==> config.mk <==
export PLATFORM = sky130hd
export DESIGN_NAME = reg_file_2r1w
export DESIGN_NICKNAME = d
export VERILOG_FILES = /design/src/rtl/reg_file_2r1w.sv
export SDC_FILE = /design/constraint.sdc
export NUM_CORES = 2
export LEC_CHECK = 0
export CAP_MARGIN = 40
export CORE_ASPECT_RATIO = 1.25
export CORE_MARGIN = 1.5
export CORE_UTILIZATION = 55
export CTS_CLUSTER_SIZE = 14
export DETAILED_ROUTE_END_ITERATION = 16
export PLACE_DENSITY = 0.73
export SLEW_MARGIN = 15
export SYNTH_ARGS = -nofsm -noshare
export SYNTH_HDL_FRONTEND = slang
export SYNTH_SLANG_ARGS = --single-unit
==> constraint.sdc <==
create_clock -name clk -period 4.4 [get_ports clk]
set_clock_uncertainty 0.05 [all_clocks]
set_input_delay 0.66 -clock clk [delete_from_list [all_inputs] [get_ports clk]]
set_output_delay 0.66 -clock clk [all_outputs]
set_load 0.02 [all_outputs]
==> src/rtl/reg_file_2r1w.sv <==
// reg_file_2r1w: integer register file, 2 combinational reads, 1 clocked write.
// x0 reads as zero; a write in flight is bypassed to both read ports.
module reg_file_2r1w #(
  parameter int DATA_W   = 32,
  parameter int ADDR_W   = 5,
  parameter int NUM_REGS = 32
) (
  input  logic              clk,
  input  logic              rst_n,
  input  logic              wr_en,
  input  logic [ADDR_W-1:0] wr_addr,
  input  logic [DATA_W-1:0] wr_data,
  input  logic [ADDR_W-1:0] rd_addr1,
  input  logic [ADDR_W-1:0] rd_addr2,
  output logic [DATA_W-1:0] rd_data1,
  output logic [DATA_W-1:0] rd_data2
);

  generate
    if (NUM_REGS != (1 << ADDR_W)) begin : g_bad_size
      $error("reg_file_2r1w: NUM_REGS must equal 2**ADDR_W");
    end
  endgenerate

  logic [DATA_W-1:0] r_regs [NUM_REGS];

  logic              w_wr_ok;
  logic              w_byp1;
  logic              w_byp2;
  logic              w_zero1;
  logic              w_zero2;
  logic [DATA_W-1:0] w_rd1;
  logic [DATA_W-1:0] w_rd2;

  assign w_wr_ok = wr_en && (wr_addr != '0);
  assign w_zero1 = (rd_addr1 == '0);
  assign w_zero2 = (rd_addr2 == '0);
  assign w_byp1  = wr_en && (wr_addr == rd_addr1);
  assign w_byp2  = wr_en && (wr_addr == rd_addr2);

  // Array update: reset clears everything and wins over a write; x0 never written.
  always_ff @(posedge clk) begin
    if (!rst_n) begin
      for (int i = 0; i < NUM_REGS; i++) begin
        r_regs[i] <= '0;
      end
    end else if (w_wr_ok) begin
      r_regs[wr_addr] <= wr_data;
    end
  end

  // Read port 1: forced zero in reset, x0 zero, then bypass, then array.
  always_comb begin
    w_rd1 = '0;
    if (!rst_n) begin
      w_rd1 = '0;
    end else if (w_zero1) begin
      w_rd1 = '0;
    end else if (w_byp1) begin
      w_rd1 = wr_data;
    end else begin
      w_rd1 = r_regs[rd_addr1];
    end
  end

  // Read port 2: same priority as port 1 so equal indices give equal data.
  always_comb begin
    w_rd2 = '0;
    if (!rst_n) begin
      w_rd2 = '0;
    end else if (w_zero2) begin
      w_rd2 = '0;
    end else if (w_byp2) begin
      w_rd2 = wr_data;
    end else begin
      w_rd2 = r_regs[rd_addr2];
    end
  end

  assign rd_data1 = w_rd1;
  assign rd_data2 = w_rd2;

endmodule

Word level (Yosys, flattened, before mapping). Memories as Yosys holds them, arrays and structs flattened. Cells that the tools add are included.

Bits in registers: 0. Memory bits (writable): 1024. Input port bits: 50. Output and inout bits: 64. Logic and storage cells: 23. Memories kept: 1.

Memory list: r_regs (words 32, width 32, read ports 2, clocked after Yosys merged registers in 0, wr ports 32, line 25) `logic [DATA_W-1:0] r_regs [NUM_REGS];`.

Equal/unequal tests: 2. Muxes and demuxes: 13. Reductions and logical operators: 7.

Operator list (number): $mux 32 (7); $reduce_or 32->1 (1); $eq 5x5->1 (2); $logic_not 5->1 (2); $mux 1 (5); $mux 5 (1); $reduce_bool 5->1 (1); $logic_and 1x1->1 (3).

Depth between registers and ports, before layout.
Depth in word-level cells: 7. Gate-level depth with buffers: 9. Gate-level depth less buffers: 5.

Least setup slack after synthesis. Ideal clock, no wire load.

Path type: in2reg. Start: input wr_addr[3]. End: memory r_regs[5][0], enable pin. Setup time: 0.466 ns. Data arrival time: 3.751 ns. Data required time: 3.884 ns. Setup slack: 0.134 ns. Stages on the path: 4. Buffers on the path: 2. Path through: buf_2 -> or3b_2 -> clkbuf_1 -> o21ai_0.

RTL lines: start: declaration (line 11) `input logic [ADDR_W-1:0] wr_addr,`; end: declaration (line 25).

Worst setup path in the final report.
Start: input rd_addr2[2]. End: output rd_data2[31].

Longest elaborated chain between the ends: 5.

Ends and longest elaborated chain: start: declaration (line 14) `input logic [ADDR_W-1:0] rd_addr2,`; branches (longest 3 deep; another with $mem_v2 32x32); $mux 32 * (line 71) `end else if (w_zero2) begin`; $mux 32 * (line 69) `if (!rst_n) begin`; end: declaration (line 16) `output logic [DATA_W-1:0] rd_data2`.

Mark *: on every way between the ends.

==> impl_metrics.env <==
export IMPL_ys_types=51
export IMPL_synthCells=3764
export IMPL_port_buffers=113
export IMPL_core_area_um2=99100
export IMPL_drv_cap=0
export IMPL_die_area_um2=102000
export IMPL_grt_use_total_pct=37.2
export IMPL_crit_fanout=25
export IMPL_start_kind="primary input"
export IMPL_first_iter_violations=5896
export IMPL_regMostFlops="r_regs"
export IMPL_cts_sinks=1024
export IMPL_ant_nets=0
export IMPL_maxSlewViolCount=0
export IMPL_finalSetupViolations=5
export IMPL_synth_edf_count=1024
export IMPL_grt_pass1_vias=38100
export IMPL_multiInputGateArea_um2=23000
export IMPL_gp_congestion=0.924
export IMPL_cp_required_ns=3.69
export IMPL_violations="setup timing"
export IMPL_grt_pass1_wl_um=267000
export IMPL_die_w_um=286
export IMPL_routedWlPerCell_um=35.6
export IMPL_setup_ws_ns=-0.0911
export IMPL_synthArstFlopShare_pct=0
export IMPL_syn_area_um2=55000
export IMPL_status="finished, violations left"
export IMPL_drc=0
export IMPL_hold_viol_final=0
export IMPL_final_cells=5293
export IMPL_rsz0062_at_grt="no"
export IMPL_cts_tree="yes"
export IMPL_seq_area_frac_synth_pct=55.9
export IMPL_design_area_um2=62900
export IMPL_ios=114
export IMPL_cts_root_buf="clkbuf_16"
export IMPL_postCtsHoldBufs=0
export IMPL_nFillCells=7134
export IMPL_syn_avg_cell_area_um2=14.6
export IMPL_path_class="primary input to output pin"
export IMPL_tightest_slew_ns=0.885
export IMPL_synthToLayoutAreaGrowth_pct=14.3
export IMPL_hpwl_um=112000
export IMPL_dr_pass1_iters=6
export IMPL_powerDensity_nw_per_um2=372
export IMPL_layout_worst_path_cycle_share_pct=102
export IMPL_antenna_found_initial=16
export IMPL_dp_cells=5102
export IMPL_grt_max_degree=65
export IMPL_biggestRegsByFlops="r_regs: 1024 flops"
export IMPL_max_freq_mhz=223
export IMPL_peakVddDrop_v=0.000372
export IMPL_clock_path_buffers=3
export IMPL_cts_setup_buffers=0
export IMPL_grt_ovfl_total=0
export IMPL_largest_reg_flops=1024
export IMPL_slew_headroom_pct=40.8
export IMPL_ys_flop_type="edfxtp_1"
export IMPL_drive_gt1_share_pct=24.2
export IMPL_seqCellArea_um2=30700
export IMPL_cts_max_level=3
export IMPL_arrival_ns=3.78
export IMPL_ys_seq_elements=1024
export IMPL_start_util_pct=55.5
export IMPL_clkTransAtPathRegs_ns=0.06
export IMPL_die_h_um=357
export IMPL_vias_per_cell=7.13
export IMPL_period_needed_ns=4.49
export IMPL_cp_end_kind="output pin"
export IMPL_hold_class="primary input to register"
export IMPL_routed_wl_um=189000
export IMPL_yosys_warnings=0
export IMPL_placed_cell_area_um2=59600
export IMPL_row_count=129
export IMPL_power_leakage_nw=21.9
export IMPL_fin_nets=3947
export IMPL_num_vias=37800
export IMPL_cts_made_buffers=102
stage by stage:
step	hold slack (ns)	util [%]	worst slack (ns)	total power [mW]	TNS [ns]
4_1_cts	0.627	63.4	0.0115	23.3	0
6_report	0.677	63.5	-0.0911	23.4	-0.163
5_1_grt	0.688	63.5	0.0138	23.9	0
3_5_place_dp	1.35	60.2	-0.0888	14.9	-0.202
3_3_place_gp	1.36	60.1	-0.111	14.8	-0.222
2_1_floorplan	0.808	-	0.134	13.5	0
what timing repair did:
action,CTS,global route
resized for setup,4,12
endpoints found under the setup margin,4,11
pin swaps,0,3
cell families after synthesis:
group | after synthesis | share of synthesized area (%)
AO/OA/AOI/OAI | 529 | 6.93
XOR/XNOR | 10 | 0.159
buffers and inverters | 421 | 3.67
flip-flops | 1024 | 55.9
multiplexers | 615 | 20.5
other | 1 | 0.00682
AND/OR/NAND/NOR | 1164 | 12.8
worst paths after layout:
kind / start / end / slack (ns) / cells after the start
hold / removal: rst_n / r_regs[24][30] / 0.68 / 2
setup / recovery: rd_addr2[2] / rd_data2[31] / -0.09 / 8
routing by layer:
layer / wire length, um / GRT usage [%] / vias to the layer above
li1: - / - / 14900
met1: 62300 / 46.8 / 18900
met2: 86000 / 57.3 / 3188
met3: 25900 / 10.0 / 770
met4: 14300 / 24.1 / 10
met5: 56 / 0 / -
cell usage after synthesis (33+ instances only):
| cell type | count | area share (%) |
|---|---|---|
| clkbuf_1 | 294 | 2.0 |
| a21oi_1 | 55 | 0.50 |
| buf_2 | 59 | 0.54 |
| nor2_1 | 38 | 0.26 |
| edfxtp_1 | 1024 | 56 |
| o21ai_0 | 95 | 0.86 |
| a221oi_1 | 87 | 1.4 |
| and2_1 | 1003 | 11 |
| mux2i_1 | 206 | 3.7 |
| o22ai_1 | 74 | 0.84 |
| nand3_1 | 33 | 0.30 |
| a22oi_1 | 96 | 1.3 |
| mux4_2 | 408 | 17 |
final cells by class:
type	instances	share of cell area, %
Sequential cell	1024	48.9
Clock buffer	127	4.27
Inverter	3	0.0179
Tap cell	1310	2.61
Timing Repair Buffer	416	6.83
Antenna cell	7	0.0278
Multi-Input combinational cell	2350	36.6
Clock inverter	56	0.770
report_power, final:
group / leakage (nW) / total (mW) / internal, mW / switching (mW)
Clock: 1.55 / 8.56 / 4.78 / 3.78
Combinational: 10.6 / 3.29 / 1.38 / 1.92
Sequential: 9.75 / 11.5 / 11.3 / 0.274
cell usage in the layout, fill, tap and decap left out, types with 17 or more instances in the layout:
cell type	instances
a211o_1	17
a211oi_1	20
a21oi_1	52
a221oi_1	87
a22oi_1	96
and2_1	1002
buf_12	65
buf_4	238
clkbuf_1	23
clkbuf_16	104
clkdlybuf4s50_1	102
clkinv_1	21
clkinv_2	20
conb_1	32
edfxtp_1	1024
mux2i_1	206
mux4_2	408
nand2_1	27
nand3_1	33
nor2_4	22
nor3_1	22
o2111a_1	27
o21ai_0	63
o21ai_4	31
o22ai_1	74
critical path: stages:
cell and delay [ns]:
buf_2 0.43, buf_4 0.33, inv_2 0.16, buf_12 0.22, a21oi_1 0.15, a2bb2oi_1 0.72
o211ai_1 0.43, clkdlybuf4s50_1 0.66
No activity file was read; power rests on OpenSTA's default activity.
